[config.mk]
export PLATFORM = sky130hd
export DESIGN_NAME = audio_downmix_preemph
export DESIGN_NICKNAME = d
export VERILOG_FILES = /design/src/rtl/audio_downmix_preemph.sv
export SDC_FILE = /design/constraint.sdc
export NUM_CORES = 1
export LEC_CHECK = 0
export CELL_PAD_IN_SITES_DETAIL_PLACEMENT = 0
export CELL_PAD_IN_SITES_GLOBAL_PLACEMENT = 2
export CORE_MARGIN = 3
export CORE_UTILIZATION = 43
export DETAILED_ROUTE_END_ITERATION = 12
export DONT_BUFFER_PORTS = 1
export GPL_TIMING_DRIVEN = 0
export HOLD_SLACK_MARGIN = 0.08
export PLACE_DENSITY = 0.81
export SLEW_MARGIN = 15
export SYNTH_ARGS = -nofsm -noshare
export SYNTH_HDL_FRONTEND = slang
export SYNTH_SLANG_ARGS = --single-unit
[constraint.sdc]
create_clock -name clk_i -period 9.9 [get_ports clk_i]
set_clock_uncertainty 0.2 [all_clocks]
set_input_delay 0.495 -clock clk_i [delete_from_list [all_inputs] [get_ports clk_i]]
set_output_delay 0.495 -clock clk_i [all_outputs]
set_load 0.005 [all_outputs]
[src/rtl/audio_downmix_preemph.sv]
// Stereo-to-mono downmix with first-order pre-emphasis and frame markers.
// Consumes interleaved ch1/ch2 words and emits one saturated signed sample per pair.
module audio_downmix_preemph #(
   parameter int unsigned FRAME_LEN     = 256,
   parameter int unsigned PREEMPH_SHIFT = 5
) (
   input  logic        clk_i,
   input  logic        rst_ni,
   input  logic        init_i,
   input  logic [15:0] audio_i,
   input  logic        audio_valid_i,
   output logic        audio_rdy_o,
   output logic [15:0] sample_o,
   output logic        sample_valid_o,
   input  logic        sample_rdy_i,
   output logic        frame_start_o,
   output logic        frame_last_o
);

   localparam int unsigned DATA_W = 16;
   localparam int unsigned SUM_W  = DATA_W + 1;
   localparam int unsigned EXT_W  = DATA_W + 2;
   localparam int unsigned CNT_W  = (FRAME_LEN > 2) ? $clog2(FRAME_LEN) : 1;
   localparam logic [CNT_W-1:0] CNT_LAST = CNT_W'(FRAME_LEN - 1);

   typedef enum logic [1:0] {
      S_CH1 = 2'd0,
      S_CH2 = 2'd1,
      S_OUT = 2'd2
   } state_t;

   state_t                    state_q, state_d;
   logic signed [DATA_W-1:0]  ch1_q, ch1_d;
   logic signed [DATA_W-1:0]  m_q, m_d;
   logic signed [DATA_W-1:0]  prev_q, prev_d;
   logic [CNT_W-1:0]          cnt_q, cnt_d;
   logic signed [DATA_W-1:0]  sample_q, sample_d;
   logic                      valid_q, valid_d;
   logic                      start_q, start_d;
   logic                      last_q, last_d;

   logic signed [SUM_W-1:0]   sum_s;
   logic signed [DATA_W-1:0]  mono_s;
   logic signed [EXT_W-1:0]   prev_s;
   logic signed [EXT_W-1:0]   pterm_s;
   logic signed [EXT_W-1:0]   y_s;
   logic signed [DATA_W-1:0]  y_sat;
   logic                      in_xfer;
   logic                      out_xfer;

   // Upstream is only accepted while collecting a pair, never during reset or init.
   assign audio_rdy_o = rst_ni & ~init_i & (state_q != S_OUT);

   assign in_xfer  = audio_valid_i & audio_rdy_o;
   assign out_xfer = valid_q & sample_rdy_i;

   // Mono mix (floor of the average) and pre-emphasis against the previous mono value.
   always_comb begin
      sum_s   = SUM_W'(ch1_q) + SUM_W'($signed(audio_i));
      mono_s  = sum_s[SUM_W-1:1];
      prev_s  = EXT_W'(prev_q);
      pterm_s = prev_s - (prev_s >>> PREEMPH_SHIFT);
      y_s     = EXT_W'(mono_s) - pterm_s;
      if (y_s > 18'sd32767) begin
         y_sat = 16'sh7FFF;
      end else if (y_s < -18'sd32768) begin
         y_sat = 16'sh8000;
      end else begin
         y_sat = y_s[DATA_W-1:0];
      end
   end

   always_comb begin
      state_d  = state_q;
      ch1_d    = ch1_q;
      m_d      = m_q;
      prev_d   = prev_q;
      cnt_d    = cnt_q;
      sample_d = sample_q;
      valid_d  = valid_q;
      start_d  = start_q;
      last_d   = last_q;

      if (init_i) begin
         state_d = S_CH1;
         ch1_d   = '0;
         m_d     = '0;
         prev_d  = '0;
         cnt_d   = '0;
         valid_d = 1'b0;
         start_d = 1'b0;
         last_d  = 1'b0;
      end else begin
         case (state_q)
            S_CH1: begin
               if (in_xfer) begin
                  ch1_d   = $signed(audio_i);
                  state_d = S_CH2;
               end
            end
            S_CH2: begin
               if (in_xfer) begin
                  m_d      = mono_s;
                  sample_d = y_sat;
                  valid_d  = 1'b1;
                  start_d  = (cnt_q == '0);
                  last_d   = (cnt_q == CNT_LAST);
                  state_d  = S_OUT;
               end
            end
            S_OUT: begin
               if (out_xfer) begin
                  prev_d  = m_q;
                  cnt_d   = (cnt_q == CNT_LAST) ? '0 : cnt_q + CNT_W'(1);
                  valid_d = 1'b0;
                  start_d = 1'b0;
                  last_d  = 1'b0;
                  state_d = S_CH1;
               end
            end
            default: state_d = S_CH1;
         endcase
      end
   end

   always_ff @(posedge clk_i or negedge rst_ni) begin
      if (!rst_ni) begin
         state_q  <= S_CH1;
         ch1_q    <= '0;
         m_q      <= '0;
         prev_q   <= '0;
         cnt_q    <= '0;
         sample_q <= '0;
         valid_q  <= 1'b0;
         start_q  <= 1'b0;
         last_q   <= 1'b0;
      end else begin
         state_q  <= state_d;
         ch1_q    <= ch1_d;
         m_q      <= m_d;
         prev_q   <= prev_d;
         cnt_q    <= cnt_d;
         sample_q <= sample_d;
         valid_q  <= valid_d;
         start_q  <= start_d;
         last_q   <= last_d;
      end
   end

   assign sample_o       = sample_q;
   assign sample_valid_o = valid_q;
   assign frame_start_o  = start_q;
   assign frame_last_o   = last_q;

endmodule
**Yosys cells after proc, flatten, opt, wreduce, memory -nomap -nowiden**

Cells that the tools add are included.

- Div/mod/pow operators: 0
- Reductions and logical operators: 14
- Shifts and indexed selects: 0
- Equal/unequal tests: 7
- Add/sub/neg operators: 4
- Multiply operators: 0
- Bitwise gates (word level): 5
- Multiplexer cells: 30
- Order comparisons: 2

Operator list:

| operator | count |
|---|---|
| $mux W16 | 11 |
| $mux W8 | 4 |
| $gt A18 B16 Y1 const B | 1 |
| $lt A18 B16 Y1 const B | 1 |
| $sub A16 B17 Y18 | 1 |
| $add A16 B16 Y17 | 1 |
| $sub A16 B11 Y17 | 1 |
| $reduce_bool A2 Y1 | 5 |
| $ne A3 B3 Y1 const B | 3 |
| $reduce_and A3 Y1 | 3 |
| $add A8 B1 Y8 const B | 1 |
| $eq A8 B8 Y1 const B | 1 |
| $logic_not A8 Y1 | 1 |
| $mux W2 | 4 |
| $mux W1 | 7 |
| $pmux W1 S2 | 3 |
| $pmux W2 S3 | 1 |
| $reduce_and A2 Y1 | 3 |
| $and A1 B1 Y1 | 4 |
| $reduce_bool A3 Y1 | 1 |
| $eq A2 B1 Y1 const B | 1 |
| $eq A2 B2 Y1 const B | 1 |
| $logic_not A2 Y1 | 1 |
| $ne A2 B2 Y1 const B | 1 |
| $not A1 Y1 | 1 |

- Memories kept: 0
- Latch bits: 0
- Output and inout bits: 20
- Input bits: 21
- Memory bits (read-only): 0
- Memory bits (writable): 0
- Logic and storage cells: 71
- Flip-flop bits (word level): 77

**Depth between registers and ports, before layout**

- Depth in word-level cells: 7
- Gate-level depth with buffers: 20
- Gate-level depth less buffers: 19

**Worst setup path before layout**

Ideal clock, no wire load.

- Kind: input port to flip-flop
- Start point: input audio_i[0]
- End point: register sample_q[11], in the netlist sample_o[11]
- Library setup time: 0.073 ns
- Required time: 9.627 ns
- Buffers on the path: 1
- Setup slack: 4.754 ns
- Stages on the path: 20
- Data arrival time: 4.873 ns
- Path through: and2_1 -> fa_1 -> a21o_1 -> a21o_1 -> a2111oi_2 -> o32ai_1 -> o21ai_1 -> o21ai_0 -> fa_1 -> inv_1 -> ha_1 -> and3_2 -> a221o_1 -> or3_1 -> o2111ai_2 -> nand2_1 -> nor4_4 -> nor4b_4 -> buf_6 -> a21oi_2

- Cells in the longest elaborated chain, start to end: 5
- Elaborated cells between the ends (all ways): 6
- Classes of those cells: 2 x add/sub; 2 x order compare; 2 x mux

RTL lines:

| what | line | source |
|---|---|---|
| from (decl) | 10 | `input logic [15:0] audio_i,` |
| $add A16 B16 Y17 (*) | 59 | `sum_s = SUM_W'(ch1_q) + SUM_W'($signed(audio_i));` |
| $sub A16 B17 Y18 (*) | 63 | `y_s = EXT_W'(mono_s) - pterm_s;` |
| $lt A18 B16 Y1 | 66 | `end else if (y_s < -18'sd32768) begin` |
| $mux W16 | 66 |  |
| $mux W16 (*) | 64 | `if (y_s > 18'sd32767) begin` |
| to (signal assigned) | 143 | `sample_q <= sample_d;` |
| to (decl) | 37 | `logic signed [DATA_W-1:0] sample_q, sample_d;` |

Mark *: on every way between the ends. The rest lies on a longest branch, timed or not.
A chain may end at the register's enable or synchronous reset.

**Final worst setup path**

- Start point: register ch1_q[0]
- End point: register sample_q[14], in the netlist sample_o[14]

- Cells in the longest elaborated chain, start to end: 5
- Elaborated cells between the ends (all ways): 6
- Classes of those cells: 2 x add/sub; 2 x order compare; 2 x mux

RTL lines:

| what | line | source |
|---|---|---|
| from (decl) | 33 | `logic signed [DATA_W-1:0] ch1_q, ch1_d;` |
| from (signal assigned) | 139 | `ch1_q <= ch1_d;` |
| $add A16 B16 Y17 (*) | 59 |  |
| $sub A16 B17 Y18 (*) | 63 |  |
| $lt A18 B16 Y1 | 66 |  |
| $mux W16 | 66 |  |
| $mux W16 (*) | 64 |  |

Marked as above.

==> summary.json <==
{
  "status": {"value": "finished clean"},
  "cap_viol_max_count": {"value": 0},
  "synth_area_leaders": {"value": "dfrtp_1 38%, ha_1 8.3%, nand2_1 6.7%"},
  "layout_common_cells": {"value": "92 x nand2_1, 77 x dfrtp_1, 51 x a21oi_1"},
  "grt_antenna_before_repair": {"value": 1},
  "min_period": {"value": 5640, "unit": "ps"},
  "layout.cells.most_common": {"value": "nand2_1"},
  "first_pass_grt_wire_length": {"value": 19900, "unit": "um"},
  "timing.hold.worst.start": {"value": "audio_i[15]"},
  "timing.critical_path.slowest_stage_cell": {"value": "fa_1"},
  "io-pin-count": {"value": 41},
  "numPortBuffers": {"value": 0},
  "worstPathMaxFanout": {"value": 10},
  "min_to": {"value": "ch1_q[15]"},
  "setup_violations": {"value": 0},
  "grtUsageTotal": {"value": 19.2, "unit": "%"},
  "cts_root_buf": {"value": "clkbuf_16"},
  "fraction_of_final_layout_cells_with_drive_strength_greater_than_1": {"value": 8.00, "unit": "%"},
  "cts_hold_buf": {"value": 15},
  "dr_total_vias": {"value": 4046},
  "syn_nets": {"value": 640},
  "clock_sink_total": {"value": 77},
  "timing.slew.headroom": {"value": 42.9, "unit": "%"},
  "die_ht": {"value": 115, "unit": "um"},
  "die_area": {"value": 13300, "unit": "um2"},
  "cts-htree-levels": {"value": 3},
  "crit_type": {"value": "flop to flop"},
  "areaGrowthSynthToFinish": {"value": 13.4, "unit": "%"},
  "hold_path.class": {"value": "primary input to flop"},
  "clk_transition_reported_paths": {"value": 60, "unit": "ps"},
  "synth-edff-count": {"value": 0},
  "yosys.area.top_type_share": {"value": 37.5, "unit": "%"},
  "drc": {"value": 0},
  "gates_resized_cts_repair": {"value": 0},
  "dp_hpwl": {"value": 8830, "unit": "um"},
  "post-cts-setup-buffers": {"value": 0},
  "worst_r2r_endpoint": {"value": "sample_o[14]"},
  "clock_path_buffers": {"value": 2},
  "synth.cell_area": {"value": 5140, "unit": "um2"},
  "n_antenna_cell": {"value": 0},
  "final-hold-violation-count": {"value": 0},
  "power_leakage": {"value": 2.61, "unit": "nW"},
  "rrSetupSlack": {"value": 4260, "unit": "ps"},
  "timing.final.ws_setup": {"value": 4260, "unit": "ps"},
  "critical-path-max-stage-delay": {"value": 530, "unit": "ps"},
  "worstSetupStartpointType": {"value": "flop"},
  "finalWeightedCongestion": {"value": 0.803},
  "max_slew.worst_pin.slew": {"value": 853, "unit": "ps"},
  "vias_per_cell": {"value": 5.45},
  "finalCritPeriodShare": {"value": 57.0, "unit": "%"},
  "route.detailed.wl_per_inst": {"value": 15.8, "unit": "um"},
  "path_cells": {"value": "and2_1, fa_1, a21o_1, a21o_1, a2111oi_2, o32ai_1, o21ai_1, o21ai_0, fa_1, inv_1, ha_1, and3_2, a221o_1, or3_1, o2111ai_2, nand2_1, nor4_4, nor4b_4, buf_6, a21oi_2"},
  "rsz0062_at_grt": {"value": "no"},
  "synth_async_sr_flop_share": {"value": 100, "unit": "%"},
  "critical_path_arrival": {"value": 5710, "unit": "ps"},
  "start_util": {"value": 44.4, "unit": "%"},
  "finish.net_count": {"value": 666},
  "worstSkewPairLatency": {"value": 340, "unit": "ps"},
  "dominantRegCellSynth": {"value": "dfrtp_1"},
  "critical_r2r_launch": {"value": "ch1_q[0]"},
  "post-synth-top-area-cell": {"value": "dfrtp_1"},
  "ir_worst_vdd": {"value": 81.1, "unit": "uV"},
  "post_synth_inst_count": {"value": 569},
  "core": {"value": 11600, "unit": "um2"},
  "pre_cts_setup_slack": {"value": 4210, "unit": "ps"},
  "power_density_of_the_placed_cells": {"value": 188, "unit": "nW/um2"},
  "grt_max_degree": {"value": 78},
  "drt_first_pass_iters": {"value": 4},
  "timing.final.max_slew_violations": {"value": 0},
  "worst_setup_path_end_kind": {"value": "flop"},
  "cts_tree": {"value": "yes"},
  "rows": {"value": 39},
  "grt_pass1_vias": {"value": 4006},
  "hold-path-cell-count": {"value": 2},
  "detail_route_antenna_nets": {"value": 0},
  "yosys_warnings": {"value": 0},
  "yosys_register_bits": {"value": 77},
  "synth.distinct_cells": {"value": 62},
  "layout.core_utilization": {"value": 50.4, "unit": "%"},
  "cts-buffers-inserted": {"value": 9},
  "syn-mean-instance-area": {"value": 9.03, "unit": "um2"},
  "cp.required": {"value": 9970, "unit": "ps"},
  "die_width": {"value": 115, "unit": "um"},
  "fin_tns_setup": {"value": 0, "unit": "ps"},
  "timing.reg2reg.worst_path_depth": {"value": 20},
  "routed_wire_length": {"value": 11800, "unit": "um"},
  "synth.yosys.seq_area_share": {"value": 37.5, "unit": "%"},
  "max_freq": {"value": 177, "unit": "MHz"},
  "drtIter0Drc": {"value": 165},
  "overflow": {"value": 0}
}
==> where the power goes <==
group	total, W	leakage [nW]	internal (W)	switching (W)
registers	0.000382	1.03	0.000354	0.0000280
clock network	0.000386	0.167	0.000253	0.000133
logic	0.000327	1.41	0.000142	0.000186
total	0.00110	2.61	0.000749	0.000347
==> metrics by stage <==
step           power [W]  std cells  hold WS (ps)  cell area (um2)
6_report         0.00110        743          93.4             5820
3_5_place_dp    0.000710        712          1.89             5320
2_1_floorplan   0.000645        569        -0.591             5140
3_3_place_gp    0.000706        712          2.15             5320
4_1_cts          0.00111        743          85.4             5820
5_1_grt          0.00117        743          97.1             5820
==> area by class of cell <==
class	count	area (um2)
Sequential cell	77	1930
Inverter	40	150
Buffer	23	101
Multi-Input combinational cell	429	2960
Tap cell	143	179
Clock buffer	12	246
Fill cell	1153	5740
Timing Repair Buffer	15	168
Clock inverter	4	95.1
==> flip-flops by register name (all words and copies together), names as in the netlist <==
register and flops:
ch1_q 16, m_q 16, prev_q 16, sample_o 16
cnt_q 8, state_q 2, frame_last_o 1, frame_start_o 1
sample_valid_o 1
==> worst max-delay path, delay by kind of cell, from the launching register on <==
kind,cells,cell delay (ps)
and+or+nand+nor,6,1240
AOI/OAI and AO/OA,9,2240
adders and majority gates,3,1280
DFF,1,400
buffers and inverters,2,230
==> worst max-delay path by stage <==
stage / startpoint / endpoint / slack [ps] / cells after the start
finish: ch1_q[0] / sample_o[14] / 4260 / 20
floorplan: audio_i[0] / sample_o[11] / 4750 / 20
detailed placement: audio_i[0] / sample_o[13] / 4210 / 20
global placement: audio_i[0] / sample_o[6] / 4210 / 20
CTS: ch1_q[0] / sample_o[13] / 4250 / 20
global route: ch1_q[0] / sample_o[0] / 3840 / 20
==> Yosys cell counts, drive strengths merged (3+ instances only) <==
cell / n
nand2: 92
dfrtp: 77
a21oi: 61
nor2: 41
inv: 40
ha: 34
o21ai: 34
nand2b: 19
clkbuf: 18
fa: 16
xnor2: 13
xor2: 12
a21o: 9
nor3: 9
a211oi: 8
nand3: 8
and3: 7
nor2b: 6
a211o: 5
buf: 5
nor3b: 4
o21a: 4
o21bai: 4
or2: 4
or3: 4
a22oi: 3
o211ai: 3
==> cells by family (layout without fill, tap and decap cells) <==
logic type,count (synthesis),after routing,share of synthesized area [%]
AND/OR/NAND/NOR,204,204,18.9
multiplexers,1,1,0.219
flip-flops,77,77,37.5
AO/OA/AOI/OAI,149,149,19.7
XOR/XNOR,25,25,4.26
adder cells (fa/ha/maj),50,50,14.5
buffers and inverters,63,94,4.90
==> per-layer routing <==
metal  part of all wire (%)  track usage (%)
met1                     47             26.0
met2                     47             31.4
met3                    3.8             2.74
met4                    1.5             6.89
met5                      0                0
(Power assumes the default switching activity.)
